[src/rtl/alu_operand_loader.sv]
// Input-side sequencer for the ALU lab board: builds operands A/B and the ALU
// control from switch nibbles, issues them over valid/ready, captures the result.
module alu_operand_loader #(
  parameter int WIDTH   = 32,
  parameter int TIMEOUT = 1024
) (
  input  logic             clk,
  input  logic             reset_n,
  input  logic             enter,
  input  logic             go,
  input  logic [1:0]       sel,
  input  logic [3:0]       nibble,
  input  logic [2:0]       ctrl_in,
  output logic [WIDTH-1:0] busA,
  output logic [WIDTH-1:0] busB,
  output logic [2:0]       control,
  output logic             op_valid,
  input  logic             op_ready,
  input  logic             res_valid,
  input  logic [WIDTH-1:0] result,
  input  logic [3:0]       flags,
  output logic [WIDTH-1:0] out_value,
  output logic [3:0]       out_flags,
  output logic             done,
  output logic             err,
  output logic             busy,
  output logic [3:0]       cntA,
  output logic [3:0]       cntB,
  output logic [1:0]       state_dbg
);

  // Handshake: op_valid rises one cycle after a go press and stays high until
  // the first clk edge where op_valid & op_ready; that edge is the transfer.
  // res_valid is a one-cycle pulse honoured only while waiting for a result.

  typedef enum logic [1:0] {
    S_IDLE  = 2'd0,
    S_ISSUE = 2'd1,
    S_WAIT  = 2'd2
  } state_t;

  localparam int TW = (TIMEOUT > 1) ? $clog2(TIMEOUT) : 1;
  localparam logic [3:0]    NIB_MAX  = 4'(WIDTH / 4);
  localparam logic [TW-1:0] WAIT_MAX = TW'(TIMEOUT - 1);

  state_t            state_q, state_d;
  logic [WIDTH-1:0]  bus_a_q, bus_a_d;
  logic [WIDTH-1:0]  bus_b_q, bus_b_d;
  logic [2:0]        control_q, control_d;
  logic [3:0]        cnt_a_q, cnt_a_d;
  logic [3:0]        cnt_b_q, cnt_b_d;
  logic [WIDTH-1:0]  out_value_q, out_value_d;
  logic [3:0]        out_flags_q, out_flags_d;
  logic              op_valid_q, op_valid_d;
  logic              done_q, done_d;
  logic              err_q, err_d;
  logic              busy_q, busy_d;
  logic [TW-1:0]     wait_cnt_q, wait_cnt_d;
  logic              enter_hist_q, enter_hist_d;
  logic              go_hist_q, go_hist_d;
  logic              enter_e;
  logic              go_e;

  assign enter_e = enter & ~enter_hist_q;
  assign go_e    = go & ~go_hist_q;

  always_comb begin
    state_d      = state_q;
    bus_a_d      = bus_a_q;
    bus_b_d      = bus_b_q;
    control_d    = control_q;
    cnt_a_d      = cnt_a_q;
    cnt_b_d      = cnt_b_q;
    out_value_d  = out_value_q;
    out_flags_d  = out_flags_q;
    op_valid_d   = op_valid_q;
    done_d       = 1'b0;
    err_d        = err_q;
    busy_d       = busy_q;
    wait_cnt_d   = wait_cnt_q;
    enter_hist_d = enter;
    go_hist_d    = go;

    case (state_q)
      S_IDLE: begin
        // The load is evaluated before go so a same-cycle press is issued.
        if (enter_e) begin
          case (sel)
            2'b00: begin
              bus_a_d = {bus_a_q[WIDTH-5:0], nibble};
              cnt_a_d = (cnt_a_q < NIB_MAX) ? cnt_a_q + 4'd1 : NIB_MAX;
            end
            2'b01: begin
              bus_b_d = {bus_b_q[WIDTH-5:0], nibble};
              cnt_b_d = (cnt_b_q < NIB_MAX) ? cnt_b_q + 4'd1 : NIB_MAX;
            end
            2'b10: control_d = ctrl_in;
            2'b11: begin
              bus_a_d   = '0;
              bus_b_d   = '0;
              control_d = '0;
              cnt_a_d   = '0;
              cnt_b_d   = '0;
            end
          endcase
        end
        if (go_e) begin
          err_d      = 1'b0;
          state_d    = S_ISSUE;
          op_valid_d = 1'b1;
          busy_d     = 1'b1;
        end
      end

      S_ISSUE: begin
        if (op_valid_q && op_ready) begin
          state_d    = S_WAIT;
          op_valid_d = 1'b0;
          wait_cnt_d = '0;
        end
      end

      S_WAIT: begin
        wait_cnt_d = wait_cnt_q + TW'(1);
        // A result arriving on the last allowed cycle beats the timeout.
        if (res_valid) begin
          out_value_d = result;
          out_flags_d = flags;
          done_d      = 1'b1;
          state_d     = S_IDLE;
          busy_d      = 1'b0;
        end else if (wait_cnt_q == WAIT_MAX) begin
          err_d   = 1'b1;
          state_d = S_IDLE;
          busy_d  = 1'b0;
        end
      end

      default: begin
        state_d    = S_IDLE;
        op_valid_d = 1'b0;
        busy_d     = 1'b0;
      end
    endcase
  end

  always_ff @(posedge clk) begin
    if (!reset_n) begin
      state_q      <= S_IDLE;
      bus_a_q      <= '0;
      bus_b_q      <= '0;
      control_q    <= '0;
      cnt_a_q      <= '0;
      cnt_b_q      <= '0;
      out_value_q  <= '0;
      out_flags_q  <= '0;
      op_valid_q   <= 1'b0;
      done_q       <= 1'b0;
      err_q        <= 1'b0;
      busy_q       <= 1'b0;
      wait_cnt_q   <= '0;
      // History set high so a key held through reset does not register a press.
      enter_hist_q <= 1'b1;
      go_hist_q    <= 1'b1;
    end else begin
      state_q      <= state_d;
      bus_a_q      <= bus_a_d;
      bus_b_q      <= bus_b_d;
      control_q    <= control_d;
      cnt_a_q      <= cnt_a_d;
      cnt_b_q      <= cnt_b_d;
      out_value_q  <= out_value_d;
      out_flags_q  <= out_flags_d;
      op_valid_q   <= op_valid_d;
      done_q       <= done_d;
      err_q        <= err_d;
      busy_q       <= busy_d;
      wait_cnt_q   <= wait_cnt_d;
      enter_hist_q <= enter_hist_d;
      go_hist_q    <= go_hist_d;
    end
  end

  assign busA      = bus_a_q;
  assign busB      = bus_b_q;
  assign control   = control_q;
  assign cntA      = cnt_a_q;
  assign cntB      = cnt_b_q;
  assign out_value = out_value_q;
  assign out_flags = out_flags_q;
  assign op_valid  = op_valid_q;
  assign done      = done_q;
  assign err       = err_q;
  assign busy      = busy_q;
  assign state_dbg = state_q;

endmodule
[config.mk]
export PLATFORM = sky130hd
export DESIGN_NAME = alu_operand_loader
export DESIGN_NICKNAME = d
export VERILOG_FILES = /design/src/rtl/alu_operand_loader.sv
export SDC_FILE = /design/constraint.sdc
export NUM_CORES = 1
export LEC_CHECK = 0
export CAP_MARGIN = 10
export CORE_ASPECT_RATIO = 0.9
export CORE_MARGIN = 5
export CORE_UTILIZATION = 35
export DETAILED_ROUTE_END_ITERATION = 10
export PLACE_DENSITY = 0.65
export SETUP_SLACK_MARGIN = 0.3
export SLEW_MARGIN = 20
export SYNTH_ARGS = -nofsm -noshare
export SYNTH_HDL_FRONTEND = slang
export SYNTH_SLANG_ARGS = --single-unit
[constraint.sdc]
create_clock -name clk -period 4.15 [get_ports clk]
set_clock_uncertainty 0.2 [all_clocks]
set_input_delay 0.6225 -clock clk [delete_from_list [all_inputs] [get_ports clk]]
set_output_delay 0.6225 -clock clk [all_outputs]
set_load 0.01 [all_outputs]
**Word level (Yosys, flattened, before mapping)**

Cells that the tools add are included.

- Output and inout port bits: 117
- Register bits: 129
- Bits of input ports: 51
- Word-level logic and storage cells: 80

- Add/subtract/negate cells: 3
- Bitwise operators: 6
- Multiplexer cells: 25
- Order comparisons: 2
- Equal/unequal tests: 11
- Reduce and logical (&&, ||, !) cells: 18

Operator list:

| cell | number |
|---|---|
| 32-bit case mux with 2 select lines | 2 |
| 10-bit case mux with 2 select lines | 1 |
| 3-bit AND reduction | 6 |
| 4-bit case mux with 2 select lines | 2 |
| 10-bit by 1-bit adder with 10-bit output, second input constant | 1 |
| 10-bit == test, second input constant | 1 |
| 10-bit 2-to-1 mux | 1 |
| 2-bit nonzero test | 5 |
| 4-bit by 1-bit adder with 4-bit output, second input constant | 2 |
| 4-bit less-than comparator, second input constant | 2 |
| 1-bit 2-to-1 mux | 8 |
| 2-bit 2-to-1 mux | 4 |
| 4-bit 2-to-1 mux | 2 |
| 2-bit != test, second input constant | 4 |
| 2-bit == test, second input constant | 3 |
| 1-bit case mux with 3 select lines | 2 |
| 2-bit case mux with 3 select lines | 1 |
| 3-bit case mux with 2 select lines | 1 |
| 2-bit AND reduction | 3 |
| 2-bit by 1-bit == test with 1-bit output, second input constant | 2 |
| 2-bit logical NOT | 2 |
| 1-bit inverter | 4 |
| 4-bit AND reduction | 1 |
| 3-bit != test, second input constant | 1 |
| other kinds (3) | 4 |

**Longest topological paths before layout**

- Depth in word-level cells: 4
- Gate-level depth with buffers: 6
- Gate-level depth less buffers: 5

**Least setup slack after synthesis**

No wires, ideal clock.

- Kind: in2reg
- From: in enter
- To: reg cnt_b_q[0], in the netlist cntB[0]
- Arrival: 1.758 ns
- Library setup time: 0.070 ns
- Slack: 2.123 ns
- Cell stages on the path: 4
- Path buffers: 1
- Data required time: 3.880 ns
- Cell sequence: or4b_1 -> buf_2 -> or4_1 -> a21oi_1

- Word-level cells in the longest chain between the ends: 2

Ends and longest elaborated chain:

| element | line | source |
|---|---|---|
| start, declared | 9 | `input logic enter,` |
| 1-bit AND | 64 | `assign enter_e = enter & ~enter_hist_q;` |
| 3-bit AND reduction (no line) | - |  |
| end signal, assigned | 171 | `cnt_b_q <= cnt_b_d;` |
| end, declared | 51 | `logic [3:0] cnt_b_q, cnt_b_d;` |

Every way passes these cells.
A chain may end at the register's enable or synchronous reset.

**Worst setup path after layout**

- From: in enter
- To: reg cnt_b_q[3], in the netlist cntB[3]

Same word-level chain as after synthesis.

==> results by group <==
Logic synthesis
  • Register area share after synthesis: 51.0%
  • Syn nets: 672
  • Netlist cell types: 37
  • Avg Inst Size Synth: 8.24 um^2
  • Ys Warns: 0
  • Post-synthesis cell count: 615
  • Syn Std Cell Area: 5070 um^2
  • Synth area leader: dfxtp_1
  • Top area cells in the synthesized netlist: dfxtp_1 (51%), a21oi_1 (12%), o21ai_0 (7.3%)
  • Post-synthesis register bit count: 129
  • Yosys top cell area share: 51.0%

Critical path
  • CP Capture Type: flip-flop
  • CP Cell Sequence: clkdlybuf4s50_1 > or4b_2 > o21ai_2 > buf_4 > nor2_1
  • CP peak stage delay: 990 ps
  • CP startpoint kind: primary input
  • CP required: 4240 ps
  • CP delay by family, top: simple AND/OR/NAND/NOR gates
  • Master of the slowest instance on the critical path: or4b_2
  • Critical setup path kind: primary input to flip-flop
  • CP arrival: 2820 ps
  • CP Max Fanout: 44
  • CP Buf/Inv Count: 2

Worst hold path
  • Hold Crit Class: flip-flop to flip-flop

Clock network
  • Clk slew on worst S/H paths: 60 ps
  • Bufs on Longest Clock Path: 2
  • Clk sinks: 129
  • Post-CTS Setup Repair Bufs: 0
  • Htree depth: 4
  • Post-cts sizing count: 0
  • Clk root buf: clkbuf_16
  • Hold-fix buffers at CTS: 0
  • Skew-Pair Late Insertion Delay: 410 ps
  • Inserted Clock Buffers: 17
  • CTS tree: yes

Timing
  • Relative slew slack: 39.5%
  • Setup TNS: 0 ps
  • Min Tclk post-route: 2730 ps
  • RSZ-0062 raised after global routing: false
  • Slew Viols, Final: 0
  • Worst slew pin tran: 907 ps
  • Final setup violation count: 0
  • Hold Fails Final Rpt: 0
  • Fmax: 0.367 GHz
  • Final period utilization: 65.7%
  • Hold WS: 256 ps

Final layout
  • Diodes inserted: 0
  • Layout area overhead: 48.1%
  • Highest-count cells in the layout ignoring fill and taps: clkdlybuf4s50_1 (167), dfxtp_1 (129), a21oi_1 (117)
  • Final net count: 813
  • Most common cell after layout, fill and taps aside: clkdlybuf4s50_1
  • Share of layout cells above drive strength 1: 6.25%

Power and ir drop
  • VDD IR max: 0.000330 V
  • Pleak: 2.47 nW
  • PwrDens: 402 nW/um^2

Global route
  • First-pass GRT wire length: 23600 um
  • Initial antenna violation count: 0
  • GRT Total Usage: 17.5%
  • Vias in the first global route: 4719
  • Grt ovf: 0
  • Largest net degree at the start of global routing: 76

Placement
  • Input/output buffers: 167
  • Routability congestion estimate from global placement: 0.805
  • DPL Wire Length: 10500 um

Drt
  • Total wire length: 15400 um
  • Via Count: 5071
  • Antenna Nets Post-Route: 0
  • Drt drc: 0
  • Drt pass-1 iters: 5
  • Via/cell ratio: 5.28
  • DRT iter0 DRCs: 445
  • Routed WL per cell: 16.0 um

Floorplan
  • Initial core utilization: 35.9%
  • I/O pin count: 168
  • Chip width: 137 um
  • Chip Height: 124 um
  • Core Region: 14100 um^2
  • Die area: 17000 um^2
  • Num rows: 41

Status
  • Status: completed

Run
  • Maxcap violations: 0
registers in the layout, summed over array words and instances, names as in the netlist:
| signal | count |
|---|---|
| busA | 32 |
| busB | 32 |
| busy | 1 |
| cntA | 4 |
| cntB | 4 |
| control | 3 |
| done | 1 |
| enter_hist_q | 1 |
| err | 1 |
| go_hist_q | 1 |
| op_valid | 1 |
| out_flags | 4 |
| out_value | 32 |
| state_dbg | 2 |
| wait_cnt_q | 10 |
worst reg2reg max path, cell delays in order (launching register included):
cell and delay, ps:
dfxtp_1 430, or4b_2 1110, o21ai_2 290, buf_4 340, nor2_1 100
synthesized netlist by cell type (all sizes together):
library cell	instances
nor4b	1
dfxtp	129
buf	12
o21a	1
and3	3
a21oi	117
o211ai	3
ha	6
nand4b	4
nand4	33
nand2b	10
mux2i	3
nand2	78
o311ai	1
a221oi	1
a31oi	2
and4	2
nor2	8
inv	7
nor2b	8
or4	2
o31ai	2
nand3	47
a311oi	2
clkbuf	45
or3	3
nor3b	2
o21ai	74
and3b	1
o21bai	2
o2bb2ai	1
nand3b	2
or4b	2
nor3	1
worst paths after layout:
path / start / end / slack, ps / cells past startpoint
worst min-delay path: out_value[23]$_SDFFE_PN0P_ / out_value[23]$_SDFFE_PN0P_ / 260 / 2
worst min register to register: out_value[23]$_SDFFE_PN0P_ / out_value[23]$_SDFFE_PN0P_ / 260 / 2
worst max register to register: state_dbg[1]$_SDFFE_PN0P_ / cntB[3]$_SDFFE_PN0P_ / 1560 / 4
worst max-delay path: enter / cntB[3]$_SDFFE_PN0P_ / 1420 / 5
metrics by stage:
| step | setup slack, ps | cells | utilization [%] | total power, mW | instance area [um^2] |
|---|---|---|---|---|---|
| after floorplan | 2120 | 615 | - | 1.36 | 5070 |
| after global placement | 1080 | 930 | 48.7 | 1.44 | 6870 |
| after detailed placement | 1010 | 930 | 48.7 | 1.45 | 6870 |
| after CTS | 1450 | 961 | 53.2 | 3.05 | 7500 |
| after global routing | 1340 | 961 | 53.2 | 3.12 | 7500 |
| final | 1420 | 961 | 53.2 | 3.02 | 7500 |
cells by family (layout without fill, tap and decap cells):
logic type      count (synthesis)  in the layout  synth area share, %
mux                             3              3                0.592
flops                         129            129                 51.0
fa+ha+maj                       6              6                 1.48
simple gates                  207            207                 20.8
buf+inv                        64            217                 5.01
compound gates                206            206                 21.2
routing by layer:
layer  global-route usage (%)  wire length [um]  part of all wire, %  vias to the layer above
met5                        0                 0                    0                        -
met4                     5.55               226                  1.5                        0
met3                     5.82               888                  5.8                       19
met2                     27.4              7540                   49                      134
met1                     22.8              6700                   44                     2440
li1                         -                 -                    -                     2478
where the power goes:
group	internal [mW]	switching, mW
clock network	1.07	0.533
registers	1.25	0.00661
logic	0.0699	0.0989
total	2.38	0.639
cell type report:
class                      instances  area, um^2
tap                              193         241
multi-input combinational        422        2240
fill                            1301        6600
inverter                           7        26.3
clock buffer                      22         484
timing repair buffer             179        1770
clock inverter                     9         153
sequential                       129        2580
(Power assumes the default switching activity.)
==> RTL change: new RTL, same settings <==
`TIMEOUT`: 1024 -> 4096.
--- a/src/rtl/alu_operand_loader.sv
+++ b/src/rtl/alu_operand_loader.sv
@@ -4,3 +4,3 @@
   parameter int WIDTH   = 32,
-  parameter int TIMEOUT = 1024
+  parameter int TIMEOUT = 4096
 ) (
Check against the original RTL: no difference found for any inputs over 4 cycles, from zero or initial values and one cycle with reset_n low; that may be too few to reach the edited logic, so the function may still have changed.
==> RTL change against the unedited design <==
  * Synthesized area shrank 3.4%
  * Wire length shrank 11%
  * Sequential share of layout area grew 1.7 points
  * Setup slack better by 0.059 ns
  * Count of clock-buffer cells in the layout is the same
  * Combinational power fell by 29%
  * Sequential cell count increased by 2
  * Die area down 3.2%
  * Power down 4.2%
  * Hold slack worse by 0.0055 ns
  * Register-to-register slack better by 0.13 ns
  * Cell area shrank 3.4%
  * Critical endpoint is now cntB[2]
  * Largest cell class unchanged
  * Highest routed layer unchanged
==> RTL change: results (changes against the unedited design) <==
The iteration-0 DRC count of the detailed router is 261 (was 445). The hold path endpoint is busA[29] (was out_value[23]). The net total in the final layout is 811 (was 813), and the stage delay of the slowest cell on the critical path is 0.63 ns (was 0.99 ns). The endpoint arrival time on the critical path was 2.78 ns (was 2.82 ns).

The post-synthesis net count was 661 (was 672). Peak supply drop: 0.3344 mV (was 0.3300 mV). Worst min-delay path startpoint: busA[29] (was out_value[23]). Most used standard cells in the synthesized netlist: 203 x sky130_fd_sc_hd__nand2_1, 131 x sky130_fd_sc_hd__dfxtp_1, 113 x sky130_fd_sc_hd__a21oi_1 (was 129 x sky130_fd_sc_hd__dfxtp_1, 117 x sky130_fd_sc_hd__a21oi_1, 78 x sky130_fd_sc_hd__nand2_1). The tools report the largest net degree at the start of global routing as 71 (was 76).

The biggest fanout along the worst timing path came out at 32 (was 44). The standard cell with the maximum stage delay on the critical path was sky130_fd_sc_hd__or4b_1 (was sky130_fd_sc_hd__or4b_2). The routed wire length per instance was 14.56 um (was 15.98 um). The cell leakage power is 2.428 nW (was 2.472 nW), and the routability congestion estimate from global placement is 0.7596 (was 0.8048).

Global-route wire length before repair: 22,050 um (was 23,600 um). The fraction of final layout cells sized beyond drive strength 1 is 0.05215 (was 0.06250), and the detailed-route wire length is 13,670 um (was 15,360 um). The actual slew at the worst max-slew pin was 0.9677 ns (was 0.9066 ns); the average footprint of a synthesized cell was 8.104 sq um (was 8.242 sq um). The tools report the first-pass iteration count of the detailed router as 4 (was 5). The run finished with clean final reports.

The tools report the register-to-register path setup slack as 1.69 ns (was 1.56 ns). The number of placed instances, taps included was 907 (was 930); the met1 track demand over resource was 0.2054 (was 0.2280). The met2 usage in global routing was 0.2791 (was 0.2743). The via density per instance is 4.887 (was 5.277).

The run gives 0.1677 (was 0.1747) as the total global-route track usage. Sequential fraction of the synthesis area: 0.5358 (was 0.5095). The via count of the first global-routing pass came out at 4,360 (was 4,719). For the internal power, the log shows 2.313 mW (was 2.380 mW).

The tools report the placed wire-length estimate after detailed placement as 9614 um (was 10,460 um). The count of cell types in the netlist is 39 (was 37). The global-route met3 utilization is 0.05037 (was 0.05816). The tools report the worst flop-to-flop path endpoint as cntB[2] (was cntB[3]).

Biggest area contributors in the synthesized netlist: sky130_fd_sc_hd__dfxtp_1 54%, sky130_fd_sc_hd__nand2_1 16%, sky130_fd_sc_hd__a21oi_1 12%, sky130_fd_sc_hd__clkbuf_1 2.0%, sky130_fd_sc_hd__ha_1 1.5% (was sky130_fd_sc_hd__dfxtp_1 51%, sky130_fd_sc_hd__a21oi_1 12%, sky130_fd_sc_hd__o21ai_0 7.3%, sky130_fd_sc_hd__nand2_1 5.8%, sky130_fd_sc_hd__nand3_1 4.6%).
RTL change: cell types whose count changed after synthesis, sizes merged, moves of 5 or more:
cell,before,now
o21ai,74,8
a22oi,0,7
nand2,78,204
nand3b,2,7
nand4,33,5
nand3,47,7
nand2b,10,3
nor2,8,20
and2,0,5
clkbuf,45,26
RTL change: final cells by class:
class	instances	area, sq um
Sequential cell	131	2623
Tap cell	172	215.2
Timing Repair Buffer	171	1702
Fill cell	1276	6598
Clock buffer	22	474.2
Clock inverter	10	130.1
Inverter	7	28.78
Multi-Input combinational cell	426	2081
RTL change: power by group through the flow:
stage / registers, mW / logic (mW) / clock network (mW)
finish: 1.27 / 0.120 / 1.50
global route: 1.27 / 0.131 / 1.60
CTS: 1.27 / 0.121 / 1.54
detailed placement: 1.30 / 0.120 / 0
global placement: 1.30 / 0.118 / 0
floorplan: 1.30 / 0.0495 / 0
RTL change: cells by family (layout without fill, tap and decap cells):
group           count (synthesis)  in the layout  share of synthesized area
flops                         131            131                     0.5358
buf+inv                        47            210                    0.03962
simple gates                  276            276                     0.2472
compound gates                143            143                     0.1598
fa+ha+maj                       6              6                    0.01534
mux                             1              1                   0.002300
RTL change: how the worst max path moves through the flow:
stage          depth (start not counted)  startpoint       to
2_1_floorplan                          4       enter  cntB[2]
3_3_place_gp                           5       enter  cntB[2]
3_5_place_dp                           5       enter  cntB[2]
4_1_cts                                5       enter  cntB[2]
5_1_grt                                5       enter  cntB[2]
6_report                               5       enter  cntB[2]
RTL change: worst reg2reg max path: stages (launching register included):
cell	delay (ns)
sky130_fd_sc_hd__dfxtp_1	0.40
sky130_fd_sc_hd__nor4b_4	0.53
sky130_fd_sc_hd__nand2_2	0.46
sky130_fd_sc_hd__or4b_1	0.64
sky130_fd_sc_hd__a21oi_1	0.15
RTL change: metrics by stage:
step / setup WS, ns / hold slack (ns) / area, sq um
2_1_floorplan: 2.202 / 0.2326 / 4895
3_3_place_gp: 1.129 / 0.2418 / 6644
3_5_place_dp: 1.067 / 0.2457 / 6649
4_1_cts: 1.489 / 0.2534 / 7253
5_1_grt: 1.344 / 0.2685 / 7253
6_report: 1.484 / 0.2508 / 7253
RTL change: routing by layer:
metal	part of all wire	vias up
met1	0.45	2150
met3	0.042	19
li1	-	2319
met2	0.49	101
met4	0.017	0
met5	0	-
